File: src/rtl/router_pkg.sv
// router_pkg: shared state encoding and width helper for the NUM_CH router controller
package router_pkg;

   typedef enum logic [3:0] {
      DECODE_ADDRESS,
      LOAD_FIRST_DATA,
      LOAD_DATA,
      LOAD_PARITY,
      FIFO_FULL_STATE,
      LOAD_AFTER_FULL,
      WAIT_TILL_EMPTY,
      CHECK_PARITY_ERROR,
      DROP_PACKET
   } state_t;

   function automatic int clog2(input int v);
      int r;
      for (r = 0; (1 << r) < v; r++) begin
      end
      return r;
   endfunction

endpackage

File: src/rtl/router_fsm_nch_if.sv
// router_fsm_nch_if: control bundle between the router datapath blocks and the controller
//   i_pkt_valid     header/payload valid from source
//   i_parity_done   parity byte captured by register block
//   i_low_pkt_valid pkt_valid fell while FIFO was full
//   i_data_in       header address field
//   i_fifo_full     selected destination FIFO full
//   i_fifo_empty    per-channel FIFO empty
//   i_soft_reset    per-channel read-timeout soft reset
//   o_*             controller state flags, write request, destination, timeout pulse
//   master: datapath/source side, slave: controller side
interface router_fsm_nch_if #(
   parameter int NUM_CH = 3,
   parameter int ADDR_W = 2
);
   logic              i_pkt_valid;
   logic              i_parity_done;
   logic              i_low_pkt_valid;
   logic [ADDR_W-1:0] i_data_in;
   logic              i_fifo_full;
   logic [NUM_CH-1:0] i_fifo_empty;
   logic [NUM_CH-1:0] i_soft_reset;
   logic              o_busy;
   logic              o_detect_add;
   logic              o_lfd_state;
   logic              o_ld_state;
   logic              o_laf_state;
   logic              o_full_state;
   logic              o_write_enb_reg;
   logic              o_rst_int_reg;
   logic              o_drop_state;
   logic [ADDR_W-1:0] o_dest_sel;
   logic              o_timeout_err;

   modport master (
      output i_pkt_valid, i_parity_done, i_low_pkt_valid, i_data_in, i_fifo_full, i_fifo_empty, i_soft_reset,
      input  o_busy, o_detect_add, o_lfd_state, o_ld_state, o_laf_state, o_full_state,
             o_write_enb_reg, o_rst_int_reg, o_drop_state, o_dest_sel, o_timeout_err
   );

   modport slave (
      input  i_pkt_valid, i_parity_done, i_low_pkt_valid, i_data_in, i_fifo_full, i_fifo_empty, i_soft_reset,
      output o_busy, o_detect_add, o_lfd_state, o_ld_state, o_laf_state, o_full_state,
             o_write_enb_reg, o_rst_int_reg, o_drop_state, o_dest_sel, o_timeout_err
   );
endinterface

File: src/rtl/router_wait_timer.sv
// router_wait_timer: bounded wait counter for WAIT_TILL_EMPTY
//   i_clock/i_reset clock and synchronous active-high reset
//   i_clear         zero the count
//   i_enable        advance the count
//   o_expire        count reached WAIT_TIMEOUT-1 (always 0 when WAIT_TIMEOUT=0)
module router_wait_timer
   import router_pkg::*;
#(
   parameter int WAIT_TIMEOUT = 32
) (
   input  logic i_clock,
   input  logic i_reset,
   input  logic i_clear,
   input  logic i_enable,
   output logic o_expire
);
   localparam int CW = clog2(WAIT_TIMEOUT + 1) > 0 ? clog2(WAIT_TIMEOUT + 1) : 1;

   logic [CW-1:0] r_cnt;

   assign o_expire = (WAIT_TIMEOUT > 0) && (r_cnt == CW'(WAIT_TIMEOUT - 1));

   // holds at the expire value so the count can never wrap
   always_ff @(posedge i_clock) begin
      if (i_reset || i_clear)
         r_cnt <= '0;
      else if (i_enable && !o_expire && WAIT_TIMEOUT > 0)
         r_cnt <= r_cnt + 1'b1;
   end
endmodule

File: src/rtl/router_fsm_nch.sv
// router_fsm_nch: 1xN router controller sequencing header decode, payload, parity, full stalls and drops
//   i_clock  system clock
//   i_reset  synchronous active-high reset
//   bus      router_fsm_nch_if slave: datapath inputs, state flags, dest_sel, timeout_err
module router_fsm_nch
   import router_pkg::*;
#(
   parameter int NUM_CH       = 3,
   parameter int ADDR_W       = 2,
   parameter int WAIT_TIMEOUT = 32
) (
   input  logic             i_clock,
   input  logic             i_reset,
   router_fsm_nch_if.slave  bus
);
   state_t            r_state;
   state_t            w_next;
   logic [ADDR_W-1:0] r_dest_sel;
   logic              r_timeout_err;
   logic              w_timeout;
   logic              w_expire;
   logic              w_addr_ok;
   logic              w_empty_in;
   logic              w_empty_sel;
   logic              w_sr_sel;

   // channel lookups by matching, so out-of-range addresses read as 0 instead of indexing past the vector
   always_comb begin
      w_empty_in  = 1'b0;
      w_empty_sel = 1'b0;
      w_sr_sel    = 1'b0;
      for (int k = 0; k < NUM_CH; k++) begin
         if (bus.i_data_in == ADDR_W'(k))
            w_empty_in = bus.i_fifo_empty[k];
         if (r_dest_sel == ADDR_W'(k)) begin
            w_empty_sel = bus.i_fifo_empty[k];
            w_sr_sel    = bus.i_soft_reset[k];
         end
      end
   end

   assign w_addr_ok = 32'(bus.i_data_in) < 32'(NUM_CH);

   router_wait_timer #(
      .WAIT_TIMEOUT(WAIT_TIMEOUT)
   ) u_timer (
      .i_clock  (i_clock),
      .i_reset  (i_reset),
      .i_clear  (r_state != WAIT_TILL_EMPTY),
      .i_enable (r_state == WAIT_TILL_EMPTY),
      .o_expire (w_expire)
   );

   always_ff @(posedge i_clock) begin
      if (i_reset) begin
         r_state       <= DECODE_ADDRESS;
         r_dest_sel    <= '0;
         r_timeout_err <= 1'b0;
      end else begin
         r_state       <= w_next;
         r_timeout_err <= w_timeout;
         if (r_state == DECODE_ADDRESS && bus.i_pkt_valid)
            r_dest_sel <= bus.i_data_in;
      end
   end

   always_comb begin
      w_next    = r_state;
      w_timeout = 1'b0;
      case (r_state)
         DECODE_ADDRESS:
            if (bus.i_pkt_valid)
               w_next = !w_addr_ok ? DROP_PACKET : w_empty_in ? LOAD_FIRST_DATA : WAIT_TILL_EMPTY;
         LOAD_FIRST_DATA:
            w_next = LOAD_DATA;
         LOAD_DATA:
            w_next = bus.i_fifo_full ? FIFO_FULL_STATE : !bus.i_pkt_valid ? LOAD_PARITY : LOAD_DATA;
         LOAD_PARITY:
            w_next = CHECK_PARITY_ERROR;
         CHECK_PARITY_ERROR:
            w_next = bus.i_fifo_full ? FIFO_FULL_STATE : DECODE_ADDRESS;
         FIFO_FULL_STATE:
            w_next = bus.i_fifo_full ? FIFO_FULL_STATE : LOAD_AFTER_FULL;
         LOAD_AFTER_FULL:
            w_next = bus.i_parity_done ? DECODE_ADDRESS : bus.i_low_pkt_valid ? LOAD_PARITY : LOAD_DATA;
         WAIT_TILL_EMPTY:
            // a destination that drains on the expiry cycle still wins over the timeout
            if (w_empty_sel)
               w_next = LOAD_FIRST_DATA;
            else if (w_expire) begin
               w_next    = DROP_PACKET;
               w_timeout = 1'b1;
            end
         DROP_PACKET:
            w_next = bus.i_pkt_valid ? DROP_PACKET : DECODE_ADDRESS;
         default:
            w_next = DECODE_ADDRESS;
      endcase
      // soft reset of the latched destination aborts whatever packet is in flight
      if (r_state != DECODE_ADDRESS && w_sr_sel) begin
         w_next    = DECODE_ADDRESS;
         w_timeout = 1'b0;
      end
   end

   always_comb begin
      bus.o_busy          = !(r_state inside {DECODE_ADDRESS, LOAD_DATA, DROP_PACKET});
      bus.o_detect_add    = r_state == DECODE_ADDRESS;
      bus.o_lfd_state     = r_state == LOAD_FIRST_DATA;
      bus.o_ld_state      = r_state == LOAD_DATA;
      bus.o_laf_state     = r_state == LOAD_AFTER_FULL;
      bus.o_full_state    = r_state == FIFO_FULL_STATE;
      bus.o_write_enb_reg = r_state inside {LOAD_DATA, LOAD_PARITY, LOAD_AFTER_FULL};
      bus.o_rst_int_reg   = r_state == CHECK_PARITY_ERROR;
      bus.o_drop_state    = r_state == DROP_PACKET;
      bus.o_dest_sel      = r_dest_sel;
      bus.o_timeout_err   = r_timeout_err;
   end
endmodule

File: src/flat_wrapper.sv
// flat-port wrapper written by rule: the top's interface ports become plain ports
module router_fsm_nch_flat import router_pkg::*;
#(
   parameter int NUM_CH       = 3,
   parameter int ADDR_W       = 2,
   parameter int WAIT_TIMEOUT = 32
)
  (i_clock, i_reset, bus_i_pkt_valid, bus_i_parity_done, bus_i_low_pkt_valid, bus_i_data_in, bus_i_fifo_full, bus_i_fifo_empty, bus_i_soft_reset, bus_o_busy, bus_o_detect_add, bus_o_lfd_state, bus_o_ld_state, bus_o_laf_state, bus_o_full_state, bus_o_write_enb_reg, bus_o_rst_int_reg, bus_o_drop_state, bus_o_dest_sel, bus_o_timeout_err);
  router_fsm_nch_if #(.NUM_CH(NUM_CH), .ADDR_W(ADDR_W)) bus_i ();
  input  logic i_clock;
  input  logic i_reset;
  input wire logic [$bits(bus_i.i_pkt_valid)-1:0] bus_i_pkt_valid;
  input wire logic [$bits(bus_i.i_parity_done)-1:0] bus_i_parity_done;
  input wire logic [$bits(bus_i.i_low_pkt_valid)-1:0] bus_i_low_pkt_valid;
  input wire logic [$bits(bus_i.i_data_in)-1:0] bus_i_data_in;
  input wire logic [$bits(bus_i.i_fifo_full)-1:0] bus_i_fifo_full;
  input wire logic [$bits(bus_i.i_fifo_empty)-1:0] bus_i_fifo_empty;
  input wire logic [$bits(bus_i.i_soft_reset)-1:0] bus_i_soft_reset;
  output wire logic [$bits(bus_i.o_busy)-1:0] bus_o_busy;
  output wire logic [$bits(bus_i.o_detect_add)-1:0] bus_o_detect_add;
  output wire logic [$bits(bus_i.o_lfd_state)-1:0] bus_o_lfd_state;
  output wire logic [$bits(bus_i.o_ld_state)-1:0] bus_o_ld_state;
  output wire logic [$bits(bus_i.o_laf_state)-1:0] bus_o_laf_state;
  output wire logic [$bits(bus_i.o_full_state)-1:0] bus_o_full_state;
  output wire logic [$bits(bus_i.o_write_enb_reg)-1:0] bus_o_write_enb_reg;
  output wire logic [$bits(bus_i.o_rst_int_reg)-1:0] bus_o_rst_int_reg;
  output wire logic [$bits(bus_i.o_drop_state)-1:0] bus_o_drop_state;
  output wire logic [$bits(bus_i.o_dest_sel)-1:0] bus_o_dest_sel;
  output wire logic [$bits(bus_i.o_timeout_err)-1:0] bus_o_timeout_err;
  assign bus_i.i_pkt_valid = bus_i_pkt_valid;
  assign bus_i.i_parity_done = bus_i_parity_done;
  assign bus_i.i_low_pkt_valid = bus_i_low_pkt_valid;
  assign bus_i.i_data_in = bus_i_data_in;
  assign bus_i.i_fifo_full = bus_i_fifo_full;
  assign bus_i.i_fifo_empty = bus_i_fifo_empty;
  assign bus_i.i_soft_reset = bus_i_soft_reset;
  assign bus_o_busy = bus_i.o_busy;
  assign bus_o_detect_add = bus_i.o_detect_add;
  assign bus_o_lfd_state = bus_i.o_lfd_state;
  assign bus_o_ld_state = bus_i.o_ld_state;
  assign bus_o_laf_state = bus_i.o_laf_state;
  assign bus_o_full_state = bus_i.o_full_state;
  assign bus_o_write_enb_reg = bus_i.o_write_enb_reg;
  assign bus_o_rst_int_reg = bus_i.o_rst_int_reg;
  assign bus_o_drop_state = bus_i.o_drop_state;
  assign bus_o_dest_sel = bus_i.o_dest_sel;
  assign bus_o_timeout_err = bus_i.o_timeout_err;
  router_fsm_nch #(.NUM_CH(NUM_CH), .ADDR_W(ADDR_W), .WAIT_TIMEOUT(WAIT_TIMEOUT)) u_core (.i_clock(i_clock), .i_reset(i_reset), .bus(bus_i));
endmodule
File: config.mk
export PLATFORM = sky130hd
export DESIGN_NAME = router_fsm_nch_flat
export DESIGN_NICKNAME = d
export VERILOG_FILES = /design/src/rtl/router_pkg.sv /design/src/rtl/router_fsm_nch_if.sv /design/src/rtl/router_wait_timer.sv /design/src/rtl/router_fsm_nch.sv /design/src/flat_wrapper.sv
export SDC_FILE = /design/constraint.sdc
export NUM_CORES = 1
export LEC_CHECK = 0
export CAP_MARGIN = 20
export CORE_MARGIN = 2
export CORE_UTILIZATION = 25
export CTS_BUF_LIST = sky130_fd_sc_hd__clkbuf_8 sky130_fd_sc_hd__clkbuf_16
export DETAILED_ROUTE_END_ITERATION = 8
export GPL_ROUTABILITY_DRIVEN = 0
export GPL_TIMING_DRIVEN = 1
export MAX_ROUTING_LAYER = met4
export PLACE_DENSITY = 0.53
export SYNTH_ARGS = -nofsm -noshare
export SYNTH_HDL_FRONTEND = slang
export SYNTH_HIERARCHICAL = 1
export SYNTH_SLANG_ARGS = --single-unit
File: constraint.sdc
create_clock -name i_clock -period 2 [get_ports i_clock]
set_input_delay 0.5 -clock i_clock [delete_from_list [all_inputs] [get_ports i_clock]]
set_output_delay 0.5 -clock i_clock [all_outputs]
set_load 0.03 [all_outputs]
==> impl_metrics.tcl, run 1 <==
set metrics [dict create \
    track_usage_pct 11.28 \
    synthTopCellsByArea "dfxtp_1 29%, mux2i_1 6.8%, nand2_1 5.5%" \
    final.setup.worst_slack_ns 0.04903 \
    row_count 21 \
    slew_headroom_pct 72.12 \
    cts_setup_buffers 0 \
    drt-met1-wl_um 1059 \
    clock_skew_ns 0.003572 \
    yosys.cell_types.count 40 \
    rsz0062_at_grt "false" \
    final_antenna_net_count 0 \
    grt_pass1_vias 825 \
    synthTopCellsByCount "13 x dfxtp_1, 13 x nand2_1, 12 x nor2_1" \
    end_kind "output port" \
    hold_class "flop to flop" \
    status "complete, no violations" \
    synth_enable_flop_cells 0 \
    grt_pass1_wl_um 3657 \
    area_growth_pct 40.70 \
    cts_buffer_depth 2 \
    place_hpwl_um 1726 \
    final-seq-area_um2 267.8 \
    io_pins 26 \
    stdcell_count 189 \
    portBuffers 25 \
    hold_buffers 0 \
    max_clock_freq_mhz 512.6 \
    ys_ff_latch 13 \
    arrival_ns 1.45 \
    cts_tree "built" \
    finalSetupTns_ns 0 \
    placedCellCount 185 \
    cts_buffers 3 \
    wl_met2_um 1043 \
    postSynth.topFlopCell "dfxtp_1" \
    yosys_warnings 6 \
    crit_type "flop to output port" \
    diodes 0 \
    required_ns 1.50 \
    drtIter0Drc 70 \
    num-fill-cells 379 \
    wl_met3_um 74 \
    cts.clk_slew.worst_paths_ns 0.05 \
    power_leakage_nw 0.4936 \
    antenna_found_initial 0 \
    final-setup-viol-count 0 \
    crit_fanout 11 \
    syn_area_per_cell_um2 7.932 \
    ff2ff_path_depth 5 \
    power.density_mw_per_mm2 1214 \
    final_hold_viol_count 0 \
    drc 0 \
    tightest_slew_ns 0.4139 \
    initial_core_util_pct 26.41 \
    crit_path_start_kind "flop" \
    synth_cells 112 \
    totalWireLength_um 2183 \
    core_area_mm2 0.003363 \
    multi_input_area_um2 578.1 \
    peakVddDrop_mv 0.4673 \
    clk_latency_ns 0.24 \
    maxCapViolCount 0 \
    numClockSinks 13 \
    post-route-period-util_pct 97.55 \
    top_layer "met4" \
    die_w_um 63.61 \
    dieArea_mm2 0.004046 \
    drive_gt1_share_pct 21.68 \
    viasPerCell 4.873 \
    seq_area_frac_synth_pct 29.30 \
    synthesis.nets 127 \
    synth_top_area_cell "dfxtp_1" \
    routedWlPerCell_um 11.55 \
    grt_overflow 0 \
    place_ws_ns 0.04474 \
    fin_nets 159 \
    drv_slew 0 \
    min_path_cells 2 \
    first_pass_iters 4 \
    grt_max_degree 12 \
    cts-root-buf "clkbuf_8" \
    fin_crit_ns 1.951 \
    vias 921 \
    synth_area_um2 888.4 \
    async_flop_share_pct 0 \
    htreeDepth 1 \
    die_h_um 63.61 \
    synth_top_area_share_pct 29.30 \
]
-- through the flow --
| step | hold WS [ns] | area [µm²] | total power [W] | util [%] |
|---|---|---|---|---|
| finish | 0.4929 | 1250 | 0.001517 | 37.17 |
| global route | 0.5150 | 1250 | 0.001631 | 37.17 |
| CTS | 0.4934 | 1241 | 0.001510 | 36.90 |
| detailed placement | 0.4857 | 1199 | 0.001302 | 35.64 |
| global placement | 0.4689 | 1199 | 0.001301 | 35.64 |
| floorplan | 0.4562 | 888.4 | 0.0009942 | - |
-- area by class of cell --
class                           instances  area share (%)
Tap cell                               46           4.605
Clock inverter                          1          0.3003
Timing Repair Buffer                   30           21.52
Sequential cell                        13           21.42
Multi-Input combinational cell         88           46.25
Inverter                                8           2.603
Clock buffer                            3           3.303
-- what timing repair did --
action	CTS	global route
endpoints found under the setup margin	4	2
gates resized for setup	4	5
pin swaps	0	0
-- worst max-delay path, cell delays in order (launching register included) --
cell and delay, ns:
dfxtp_4 0.38, or4_4 0.59, inv_4 0.09, buf_4 0.15
-- layout by cell type (no fill, tap or decap), drive strengths merged --
master and count:
o32a 1, and2 2, mux2i 6, nand2 13, or3 2, nand2b 3, inv 9, ha 1
a21oi 8, a311oi 2, and4 2, clkdlybuf4s50 16, a32oi 2, nor2 13, nor3 5, o22ai 1
buf 11, clkbuf 3, a311o 1, o21a 2, o21ai 4, a41o 2, o221ai 1, or2 1
or4 1, dfxtp 13, a21o 1, a31oi 3, dlygate4sd2 3, nand3 5, nand3b 3, and3 3
-- where the power goes --
group	switching, W	internal [W]
Sequential	0.0000941	0.000311
Clock	0.0000855	0.000135
Combinational	0.000505	0.000387
-- logic make-up after synthesis --
kind of cell    Yosys count  synth area share, %
buf+inv                  11                5.633
flops                    13                29.30
simple gates             53                33.52
fa+ha+maj                 1                1.408
mux                       6                6.761
compound gates           28                23.38
-- worst paths after layout --
check                                        from                              endpoint  slack [ns]
min reg2reg  u_core/u_timer/r_cnt[1]$_SDFFE_PP0P_  u_core/u_timer/r_cnt[1]$_SDFFE_PP0P_        0.49
min          u_core/u_timer/r_cnt[1]$_SDFFE_PP0P_  u_core/u_timer/r_cnt[1]$_SDFFE_PP0P_        0.49
max reg2reg  u_core/u_timer/r_cnt[0]$_SDFFE_PP0P_        u_core/r_state[0]$_SDFFE_PP0P_        0.31
max                u_core/r_state[1]$_SDFFE_PP0P_                      bus_o_detect_add        0.05
-- registers in the layout, summed over array words and instances, names as in the netlist --
register                  count
u_core/bus.o_dest_sel         2
u_core/bus.o_timeout_err      1
u_core/r_state                4
u_core/u_timer/r_cnt          6
-- routing by layer --
| layer | vias up | track usage, % |
|---|---|---|
| met5 | - | - |
| met4 | 0 | 2.446 |
| met3 | 2 | 2.143 |
| met2 | 13 | 18.82 |
| met1 | 431 | 14.15 |
| li1 | 475 | - |
No activity file was read; power rests on OpenSTA's default activity.
==> inputs of run 2 (changes only) <==
- ABC_AREA: unset -> 0
- CTS_BUF_LIST: sky130_fd_sc_hd__clkbuf_8 sky130_fd_sc_hd__clkbuf_16 -> sky130_fd_sc_hd__clkbuf_4 sky130_fd_sc_hd__clkbuf_8
==> impl_metrics.tcl, run 2 (same netlist as run 1, synthesis figures left out) <==
set metrics [dict create \
    post-route-period-util_pct 96.88 \
    clk_latency_ns 0.27 \
    startpoint "u_core/r_state[0]$_SDFFE_PP0P_" \
    initial_core_util_pct 26.41 \
    peakVddDrop_mv 0.4434 \
    hold_class "flop to flop" \
    slew_headroom_pct 72.65 \
    cts_buffers 3 \
    numClockSinks 13 \
    final_antenna_net_count 0 \
    grt_max_degree 12 \
    vias 935 \
    totalWireLength_um 2190 \
    rsz0062_at_grt "false" \
    htreeDepth 1 \
    finalSetupTns_ns 0 \
    tightest_slew_ns 0.4060 \
    drc 0 \
    die_w_um 63.61 \
    final-setup-viol-count 0 \
    die_h_um 63.61 \
    portBuffers 25 \
    diodes 0 \
    cts_buffer_depth 2 \
    top_register "u_core/u_timer/r_cnt" \
    hold_start "u_core/u_timer/r_cnt[1]$_SDFFE_PP0P_" \
    crit_end "bus_o_detect_add" \
    cts_tree "built" \
    fin_area_mm2 0.001261 \
    final.setup.worst_slack_ns 0.06235 \
    layout_common_cells "16 x clkdlybuf4s50_1, 13 x nand2_1, 12 x buf_4, 12 x nor2_1, 9 x dfxtp_1" \
    power.density_mw_per_mm2 1219 \
    drv_slew 0 \
    drive_gt1_share_pct 24.14 \
    p_total_w 0.001537 \
    area_growth_pct 41.97 \
    final_common_cell "clkdlybuf4s50_1" \
    row_count 21 \
    clock_skew_ns 0.004168 \
    viasPerCell 4.895 \
    required_ns 1.50 \
    ff2ff_path_depth 5 \
    end_kind "output port" \
    crit_type "flop to output port" \
    arrival_ns 1.44 \
    status "complete, no violations" \
    io_pins 26 \
    routedWlPerCell_um 11.47 \
    largest_register_ff_count 6 \
    r2r_setup_slack_ns 0.30 \
    grt_overflow 0 \
    final_hold_viol_count 0 \
    num-fill-cells 370 \
    r2r_end "u_core/r_state[0]$_SDFFE_PP0P_" \
    drtIter0Drc 69 \
    grt_pass1_wl_um 3636 \
    crit_path_start_kind "flop" \
    grt_pass1_vias 821 \
    fin_crit_ns 1.938 \
    max_clock_freq_mhz 516.1 \
    maxCapViolCount 0 \
    place_ws_ns 0.04474 \
    timing.rr.start "u_core/u_timer/r_cnt[0]$_SDFFE_PP0P_" \
    track_usage_pct 11.24 \
    hold_buffers 0 \
    fin_nets 161 \
    placedInstanceArea_mm2 0.001199 \
    first_pass_iters 4 \
    antenna_found_initial 0 \
    dieArea_mm2 0.004046 \
    crit_fanout 7 \
    power_leakage_nw 0.4985 \
    place_hpwl_um 1726 \
    core_area_mm2 0.003363 \
    cts-root-buf "clkbuf_4" \
    cts.clk_slew.worst_paths_ns 0.08 \
]
==> run 2: cell count changes in the layout (fill, tap and decap cells not counted), sizes merged <==
cell / change
buf: +2
clkbuf: +1
inv: -1
==> run 2: power breakdown <==
part | internal, W | switching, W
logic | 0.000439 | 0.000522
clock network | 0.0000906 | 0.0000804
registers | 0.000312 | 0.0000931
==> run 2: critical path, stage by stage (launching register included) <==
cell and delay (ns):
dfxtp_4 0.37, or4_4 0.57, inv_4 0.10, buf_6 0.13
==> run 2: timing repair <==
item | CTS | global route
gates resized for setup | 7 | 5
hold endpoints to repair | 0 | 0
pin swaps | 0 | 1
buffers inserted | 0 | 2
endpoints found under the setup margin | 4 | 5
==> run 2: worst min path at each step <==
stage,endpoint,slack [ns],cells past startpoint
4_1_cts,u_core/u_timer/r_cnt[1]$_SDFFE_PP0P_,0.50,2
2_1_floorplan,u_core/u_timer/r_cnt[1]$_SDFFE_PP0P_,0.46,2
6_report,u_core/u_timer/r_cnt[1]$_SDFFE_PP0P_,0.50,2
3_3_place_gp,u_core/u_timer/r_cnt[1]$_SDFFE_PP0P_,0.47,2
5_1_grt,u_core/u_timer/r_cnt[1]$_SDFFE_PP0P_,0.52,2
3_5_place_dp,u_core/u_timer/r_cnt[1]$_SDFFE_PP0P_,0.49,2
==> run 2: metrics by stage <==
step	util [%]	hold WS [ns]	cells
final	37.50	0.4969	191
after global routing	37.50	0.5191	191
after CTS	36.64	0.4973	189
after detailed placement	35.64	0.4857	185
after global placement	35.64	0.4689	185
after floorplan	-	0.4562	112
==> run 2: layer usage <==
metal  wire [µm]  vias to the layer above  part of all wire [%]  global-route usage [%]
li1            -                      480                     -                       -
met1        1050                      432                    48                   14.15
met2        1047                       21                    48                   18.68
met3          87                        2                   4.0                   2.143
met4           4                        0                  0.18                   2.446
met5           0                        -                     0                       -
==> run 2: cell type report <==
cell class,instances,area [µm²],area share [%]
clock buffers,4,30.03,2.381
repair buffers,32,287.8,22.82
multi-input cells,88,583.1,46.23
inverters,8,32.53,2.579
flip-flops and latches,13,270.3,21.43
well taps,46,57.56,4.563
==> inputs of run 3 (changes only) <==
- SLEW_MARGIN: unset -> 10
==> results of run 3 <==
No change in the layout: final DEF, timing and power equal those of run 2.
